`src/rtl/conv_window_scanner.sv`:
```
// Raster-scan window-centre address generator for the 3x3 padding select stage.
// Optional macro STRIDE2_EN enables the stride-2 walk; without it i_stride2 is ignored.
module conv_window_scanner #(
  parameter int HALF_W = 6
) (
  input  logic                  i_clk,
  input  logic                  i_rst,
  input  logic                  i_start,
  input  logic                  i_stride2,
  input  logic                  i_ready,
  output logic [2*HALF_W-1:0]   o_localAddr,
  output logic                  o_valid,
  output logic                  o_first,
  output logic                  o_last,
  output logic                  o_busy,
  output logic                  o_done
);

  typedef enum logic [1:0] {
    IDLE = 2'd0,
    SCAN = 2'd1,
    DONE = 2'd2
  } state_t;

  state_t            state;
  logic [HALF_W-1:0] row;
  logic [HALF_W-1:0] col;
  logic [HALF_W-1:0] step;
  logic [HALF_W-1:0] coord_max;
  logic [HALF_W-1:0] next_row;
  logic [HALF_W-1:0] next_col;

`ifdef STRIDE2_EN
  logic stride2_q;

  // Stride-2 stops one short of the edge so every centre lands on an even coordinate.
  assign step      = stride2_q ? HALF_W'(2) : HALF_W'(1);
  assign coord_max = stride2_q ? {{(HALF_W-1){1'b1}}, 1'b0} : {HALF_W{1'b1}};
`else
  logic unused_stride2;

  assign unused_stride2 = i_stride2;
  assign step           = HALF_W'(1);
  assign coord_max      = {HALF_W{1'b1}};
`endif

  // The address is simply the registered coordinate pair.
  assign o_localAddr = {row, col};

  // NOTE: every variable written here gets a default first, so no latch can be inferred.
  always_comb begin
    next_row = row;
    next_col = col + step;
    if (col == coord_max) begin
      next_col = '0;
      next_row = row + step;
    end
  end

  // NOTE: sequential state uses non-blocking assignments so all registers update together at the edge.
  always_ff @(posedge i_clk) begin
    if (i_rst) begin
      state     <= IDLE;
      row       <= '0;
      col       <= '0;
      o_valid   <= 1'b0;
      o_first   <= 1'b0;
      o_last    <= 1'b0;
      o_busy    <= 1'b0;
      o_done    <= 1'b0;
`ifdef STRIDE2_EN
      stride2_q <= 1'b0;
`endif
    end else begin
      case (state)
        IDLE: begin
          o_done <= 1'b0;
          o_busy <= 1'b0;
          if (i_start) begin
            state   <= SCAN;
            row     <= '0;
            col     <= '0;
            o_valid <= 1'b1;
            o_first <= 1'b1;
            o_last  <= 1'b0;
            o_busy  <= 1'b1;
`ifdef STRIDE2_EN
            stride2_q <= i_stride2;
`endif
          end
        end

        SCAN: begin
          if (i_ready) begin
            if (o_last) begin
              // Coordinates are cleared so the idle address reads as zero.
              state   <= DONE;
              row     <= '0;
              col     <= '0;
              o_valid <= 1'b0;
              o_first <= 1'b0;
              o_last  <= 1'b0;
              o_done  <= 1'b1;
            end else begin
              row     <= next_row;
              col     <= next_col;
              o_first <= 1'b0;
              o_last  <= (next_row == coord_max) && (next_col == coord_max);
            end
          end
        end

        DONE: begin
          state  <= IDLE;
          o_done <= 1'b0;
          o_busy <= 1'b0;
        end

        default: begin
          state   <= IDLE;
          o_valid <= 1'b0;
          o_first <= 1'b0;
          o_last  <= 1'b0;
          o_busy  <= 1'b0;
          o_done  <= 1'b0;
        end
      endcase
    end
  end

endmodule
```
`config.mk`:
```
export PLATFORM = sky130hd
export DESIGN_NAME = conv_window_scanner
export DESIGN_NICKNAME = d
export VERILOG_FILES = /design/src/rtl/conv_window_scanner.sv
export SDC_FILE = /design/constraint.sdc
export NUM_CORES = 1
export LEC_CHECK = 0
export ABC_CLOCK_PERIOD_IN_PS = 2100
export CORE_MARGIN = 2
export CORE_UTILIZATION = 41
export CTS_CLUSTER_DIAMETER = 80
export CTS_CLUSTER_SIZE = 30
export DETAILED_ROUTE_END_ITERATION = 16
export PLACE_DENSITY = 0.71
export SETUP_SLACK_MARGIN = 0.3
export SLEW_MARGIN = 25
export SYNTH_ARGS = -nofsm -noshare
export SYNTH_HDL_FRONTEND = slang
export SYNTH_SLANG_ARGS = --single-unit
```
`constraint.sdc`:
```
create_clock -name i_clk -period 2.1 [get_ports i_clk]
set_input_delay 0.315 -clock i_clk [delete_from_list [all_inputs] [get_ports i_clk]]
set_output_delay 0.315 -clock i_clk [all_outputs]
set_load 0.01 [all_outputs]
```
### After elaboration in Yosys (flattened, before gate mapping)

Cells that the tools add are included.
Widths: inputs -> output; s select.

| word-level totals | value |
|---|---|
| output and inout bits | 17 |
| logic and storage cells | 54 |
| bits of input ports | 5 |
| bits in registers | 19 |

| operators by class | value |
|---|---|
| reduce and logical (&&, ||, !) cells | 9 |
| equal/unequal tests | 8 |
| $add $sub $neg | 2 |
| bitwise gates (word level) | 2 |
| muxes and demuxes | 25 |

Operators by type and width:

| kind | count |
|---|---|
| $mux 6 | 7 |
| $pmux 6 s2 | 2 |
| $eq 6x6->1 const B | 3 |
| $add 6x1->6 const B | 2 |
| $pmux 1 s3 | 3 |
| $reduce_and 3->1 | 3 |
| $mux 1 | 8 |
| $mux 2 | 3 |
| $ne 2x2->1 const B | 3 |
| $pmux 2 s2 | 1 |
| $reduce_and 4->1 | 1 |
| $eq 2x1->1 const B | 1 |
| $eq 2x2->1 const B | 1 |
| $logic_not 2->1 | 1 |
| $not 1->1 | 2 |
| $pmux 1 s2 | 1 |
| $reduce_and 2->1 | 1 |
| $reduce_bool 2->1 | 1 |
| $reduce_or 2->1 | 1 |
| $logic_and 1x1->1 | 1 |

### Logic depth before layout (Yosys ltp)

Gate-level depths: netlist (run 1).

| depth | value |
|---|---|
| word-level depth | 7 |
| gate-level depth with buffers | 6 |

### Worst setup path before layout (run 1)

OpenSTA, ideal clock, no wires.

| path | value |
|---|---|
| kind | reg-to-reg |
| start point | register col[1] |
| end point | register row[5] |
| data required time | 1972 ps |
| path buffers | 0 |
| slack | 385 ps |
| stages on the path, launching flop included | 6 |
| arrival time | 1587 ps |
| library setup time | 128 ps |
| cells stage by stage | dfxtp_1 -> ha_1 -> nand2_1 -> or4_1 -> a21oi_1 -> o32ai_1 |

| on the way | value |
|---|---|
| cells in the longest elaborated chain, start to end | 5 |

Ends and longest elaborated chain:

| item | RTL line | source |
|---|---|---|
| start, declared | 27 | `logic [HALF_W-1:0] col;` |
| start signal, assigned | 106 | `col <= next_col;` |
| $eq 6x6->1 | 54 | `if (col == coord_max) begin` |
| $mux 6 | 54 |  |
| $mux 6 | 95 | `if (o_last) begin` |
| $mux 6 | 94 | `if (i_ready) begin` |
| $pmux 6 s2 | 75 | `case (state)` |
| end signal, assigned | 105 | `row <= next_row;` |
| end, declared | 26 | `logic [HALF_W-1:0] row;` |

Every way passes these cells. The select of a mux whose other input is x is not followed.
A chain may end at the register's enable or synchronous reset.

### Final worst setup path (run 1)

| path | value |
|---|---|
| start point | register row[0] |
| end point | register row[4] |

| on the way | value |
|---|---|
| cells in the longest elaborated chain, start to end | 5 |

Ends and longest elaborated chain:

| item | RTL line | source |
|---|---|---|
| $add 6x1->6 | 56 | `next_row = row + step;` |
| $mux 6 | 54 |  |
| $mux 6 | 95 |  |
| $mux 6 | 94 |  |
| $pmux 6 s2 | 75 |  |

Every way passes these cells. The select of a mux whose other input is x is not followed.

==> results.cfg, run 1 <==
[outcome]
outcome = finished clean

[floorplanning]
fp.dieW_um = 55.1
row_count = 18
die_area_um2 = 3030
die_h_um = 55.1
ios = 22
start_util_pct = 43.1
core_area_um2 = 2480

[yosys]
synth_nets = 141
synth_flop_cell = dfxtp_1
synth-seq-area-share_pct = 35.6
synth_cell_types = 41
synth_warnings = 0
synth_enable_flop_cells = 0
async_flop_share_pct = 0
avgSynthCellArea_um2 = 8.03
synth-seq-cells = 19
synthesis.area_um2 = 1070
syn_inst = 133

[worst_setup_path]
worst_path_max_delay_cell = or4_1
worstPathArrival_ps = 1910
critPathLaunch = row[0]
regToRegStartpoint = row[0]
slowest_delay_ps = 550
crit_type = flip-flop to flip-flop
start_kind = flip-flop
endpoint_kind = flip-flop
cp_max_fo = 7
path_cells = ha_1 -> inv_1 -> or4_1 -> a21oi_1 -> o32ai_1
crit_required_ps = 2290

[power]
max-vdd-ir-drop_v = 0.000303
power.total_uw = 650
power_leakage_uw = 0.000460
power_density_nw_per_um2 = 486

[cts]
cts-hold-fix-buffers = 0
cts_tree = yes
postCtsResizedCells = 1
clock-sinks = 19
cts.reportedPaths.clkPinSlew_ps = 110
clock-root-buffer = clkbuf_4
clk_latency_ps = 300
cts.htree.levels = 1
cts_buffer_depth = 2
cts_setup_buffers = 0
cts_made_buffers = 3

[global_routing]
grt_overflow = 0
grt_usage_pct = 18.2
grt_pass1_wl_mm = 4.05
grt_pass1_vias = 917
grt_max_degree = 19
antenna_found_initial = 0

[placed_design]
hpwl_mm = 1.79
gp_congestion = 0.883
pre_cts_slack_ps = 202
numPortBuffers = 20

[sta]
fmax_mhz = 580
min_period_ps = 1720
finalSetupTns_ps = 0
fin_ws_ps = 377
hold_violations = 0
setup_viol = 0
fin_crit_sh_pct = 82.0
tightest_slew_ps = 601
rsz0062_at_grt = no
final_max_slew_viol_count = 0
skew_ps = 6.72
slew_headroom_pct = 59.8

[worst_hold_path]
hp-class = flip-flop to flip-flop
hold_start = o_busy

[routing]
drc = 0
vias = 1059
top_layer = met4
totalWireLength_mm = 2.52
antenna_left = 0
avgRoutedWirePerCell_um = 13.8
drt_iter0_drc = 13
dr_wl_met3_um = 141
dr_wl_met2_mm = 1.11
wl_met1_mm = 1.24
dr.pass1.iters = 4
vias_per_cell = 5.79

[job]
maxCapViolations = 0

[finish]
area_growth_pct = 25.3
final_layout_size_suffix_gt1_share_pct = 7.84
n_antenna_cell = 0
fin_util_pct = 54.0
nNetsFinal = 162
seq_area_um2 = 383
fillers = 248
multi_input_area_um2 = 653
-- cell type report --
cell class	instances	area share, %
multi-input combinational	103	48.8
inverter	4	1.12
sequential	19	28.6
clock inverter	1	0.374
clock buffer	3	1.68
timing repair buffer	23	16.6
tap	30	2.80
-- placed cells by master (no fill, tap or decap), types with 2 or more instances in the layout --
cell	n
a21boi_0	3
a21o_1	3
a21oi_1	16
a31oi_1	3
buf_4	3
clkbuf_4	3
clkdlybuf4s50_1	20
dfxtp_1	17
dfxtp_2	2
ha_1	2
inv_1	4
nand2_1	16
nand2b_1	3
nand3_1	4
nand3b_1	5
nor2_1	6
nor3_1	2
o21ai_0	4
o21ai_1	4
o21bai_1	2
o31ai_1	2
o32ai_1	2
or3_1	4
or3b_1	2
or4_1	2
xor2_1	2
-- where the power goes --
group          switching, uW  total [uW]  internal [uW]
combinational           46.3        86.0           39.6
clock                    115         186           70.8
sequential              9.76         378            369
total                    171         650            479
-- Yosys cell counts (3+ instances only) --
cell      number  share of area [%]
a21boi_0       3                2.1
a21o_1         3                2.1
a21oi_1       16                7.5
a31oi_1        3                1.8
clkbuf_1       3                1.1
dfxtp_1       19                 36
ha_1           3                3.5
inv_1          4                1.4
nand2_1       16                5.6
nand2b_1       3                1.8
nand3_1        4                1.9
nand3b_1       5                3.5
nor2_1         6                2.1
o21ai_0        4                1.9
o21ai_1        4                1.9
or3_1          4                2.3
-- through the flow --
stage / hold WS (ps) / cells / instance area, um2
CTS: 490 / 183 / 1330
detailed placement: 473 / 179 / 1300
global placement: 458 / 179 / 1300
floorplan: 460 / 133 / 1070
finish: 482 / 183 / 1340
global route: 528 / 183 / 1340
-- state kept, by name, summed over array words and instances (netlist names) --
| signal | cells |
|---|---|
| o_done | 1 |
| col | 6 |
| o_last | 1 |
| state | 2 |
| o_busy | 1 |
| o_first | 1 |
| row | 6 |
| o_valid | 1 |
-- worst max-delay path: cells and delay by family, from the launching register on --
family                     cells  cell delay (ps)
AOI/OAI and AO/OA              2              270
adders and majority gates      1              300
buffers and inverters          1               60
and+or+nand+nor                1              550
DFF                            1              450
-- logic make-up (layout without fill, tap and decap cells) --
family,after synthesis,after routing,synth area share (%)
flops,19,19,35.6
buf+inv,11,31,4.45
simple gates,52,52,27.1
compound gates,45,45,26.9
fa+ha+maj,3,3,3.51
xor+xnor,3,3,2.46
-- metal layers --
layer	vias up	global-route usage, %
met2	35	28.4
li1	527	-
met5	-	0
met4	0	6.91
met3	4	3.49
met1	493	24.7
-- final timing paths --
kind,endpoint,slack [ps],depth (start not counted)
setup reg to reg,row[4],380,5
hold reg to reg,o_busy,480,2
setup / recovery,row[4],380,5
hold / removal,o_busy,480,2
Note: power is estimated with default switching activity, not from simulation.
==> run 2, diff against run 1 <==
--- a/config.mk
+++ b/config.mk
@@ -5,7 +5,7 @@
 export SDC_FILE = /design/constraint.sdc
 export NUM_CORES = 1
 export LEC_CHECK = 0
-export ABC_CLOCK_PERIOD_IN_PS = 2100
+export ABC_CLOCK_PERIOD_IN_PS = 1700
 export CORE_MARGIN = 2
 export CORE_UTILIZATION = 41
 export CTS_CLUSTER_DIAMETER = 80
==> constraint.sdc (replaced) <==
create_clock -name i_clk -period 1.7 [get_ports i_clk]
set_input_delay 0.255 -clock i_clk [delete_from_list [all_inputs] [get_ports i_clk]]
set_output_delay 0.255 -clock i_clk [all_outputs]
set_load 0.01 [all_outputs]
==> run 2 against run 1 <==
Via count is 8.0% higher. Worst setup slack worse by 120 ps. Die area stayed put. Clock skew is 2.1 ps higher. Utilization is 14 points higher. Fmax is 19% higher. Critical endpoint is now o_last.
==> results.cfg, run 2 (same netlist as run 1, synthesis figures left out) <==
[routing]
totalWireLength_mm = 3.01
dr.pass1.iters = 4
antenna_left = 0
drc = 0
drt_iter0_drc = 5
avgRoutedWirePerCell_um = 14.6
vias = 1144
vias_per_cell = 5.55

[worst_setup_path]
slowest_delay_ps = 390
regToRegStartpoint = col[1]
worst_path_max_delay_cell = dfxtp_4
start_kind = flip-flop
path_buf_inv = 1
r2r-end = o_last
worstPathArrival_ps = 1680
critical_path_depth = 6
cp_max_fo = 5
crit_type = flip-flop to flip-flop
endpoint_kind = flip-flop
path_delay_family = compound AO/OA/AOI/OAI gates
endpoint = o_last
path_cells = ha_4 -> buf_4 -> xor2_2 -> nand4_1 -> a211o_1 -> o31ai_1
critPathLaunch = col[1]
crit_required_ps = 1940
r2r.worst_path.cells = 6
rrSetupSlack_ps = 250

[floorplanning]
ios = 22
core_area_um2 = 2480
row_count = 18
die_h_um = 55.1
die_area_um2 = 3030
fp.dieW_um = 55.1
start_util_pct = 43.1

[placed_design]
gp_congestion = 0.856
placed_cell_area_um2 = 1410
dp.cells = 187
hpwl_mm = 1.79
pre_cts_slack_ps = -19.6
numPortBuffers = 20

[finish]
final_layout_size_suffix_gt1_share_pct = 37.5
layout_common_cells = buf_4 (24), nand2_1 (15), dlygate4sd2_1 (15)
reg_top3 = col (6), row (6), state (2)
nNetsFinal = 185
area_growth_pct = 56.7
fin_cells = 206
fillers = 198
n_antenna_cell = 0
final_common_cell = buf_4
fin_area_um2 = 1670

[power]
power_leakage_uw = 0.000734
max-vdd-ir-drop_v = 0.000390
power_density_nw_per_um2 = 497

[sta]
rsz0062_at_grt = yes
slew_headroom_pct = 84.2
whs_ps = 460
final_max_slew_viol_count = 0
skew_ps = 8.78
fin_crit_sh_pct = 85.1
finalSetupTns_ps = 0
setup_viol = 0
fmax_mhz = 691
min_period_ps = 1450
hold_violations = 0
fin_ws_ps = 254
tightest_slew_ps = 234

[cts]
clock-root-buffer = clkbuf_4
clk_latency_ps = 310
cts_tree = yes
cts_made_buffers = 3
cts.reportedPaths.clkPinSlew_ps = 110
cts.htree.levels = 1
cts_buffer_depth = 2
clock-sinks = 19

[worst_hold_path]
hp-class = input port to flip-flop

[global_routing]
grt_max_degree = 19
grt_overflow = 0
grt_pass1_vias = 992
grt_pass1_wl_mm = 4.46
grt_usage_pct = 20.4
antenna_found_initial = 0

[outcome]
outcome = finished clean

[job]
maxCapViolations = 0
run 2: layout make-up:
cell class / count / area [um2] / area share (%)
clock buffer: 3 / 22.5 / 1.35
timing repair buffer: 46 / 392 / 23.4
multi-input combinational: 103 / 786 / 46.9
tap: 30 / 37.5 / 2.24
clock inverter: 1 / 5.00 / 0.299
inverter: 4 / 15.0 / 0.897
sequential: 19 / 417 / 24.9
run 2: metal layers:
| layer | track usage [%] | share of wire, % |
|---|---|---|
| met5 | 0 | 0 |
| met4 | 7.32 | 1.8 |
| met3 | 4.30 | 4.1 |
| met2 | 33.3 | 49 |
| met1 | 26.5 | 45 |
run 2: power by group:
group	internal (uW)	switching [uW]	total (uW)	leakage (uW)
logic	70.8	73.4	144	0.000554
clock network	88.0	147	235	0.0000177
registers	445	8.81	454	0.000163
total	604	229	832	0.000734
run 2: through the flow:
stage | utilization (%) | total power, uW
2_1_floorplan | - | 547
3_3_place_gp | 57.0 | 594
3_5_place_dp | 57.0 | 596
4_1_cts | 63.7 | 828
5_1_grt | 67.6 | 879
6_report | 67.6 | 832
run 2: how the worst min path moves through the flow:
| stage | slack (ps) | startpoint | end | cells after the start |
|---|---|---|---|---|
| floorplan | 400 | i_ready | o_done | 2 |
| global placement | 450 | o_done | o_done | 2 |
| detailed placement | 470 | o_done | o_done | 2 |
| CTS | 490 | o_busy | o_busy | 2 |
| global route | 470 | i_ready | row[4] | 4 |
| finish | 460 | i_ready | o_done | 4 |
run 2: worst min-delay path: stages:
cell and delay, ps:
dlymetal6s2s_1 200, buf_4 160, a21oi_1 60, nor2_1 70
run 2: repair_timing:
item | CTS | global route
gates resized for setup | 33 | 16
hold buffers | 0 | 0
buffers inserted | 14 | 1
setup endpoints to repair | 27 | 14
pin swaps | 6 | 8
hold endpoints to repair | 0 | 0
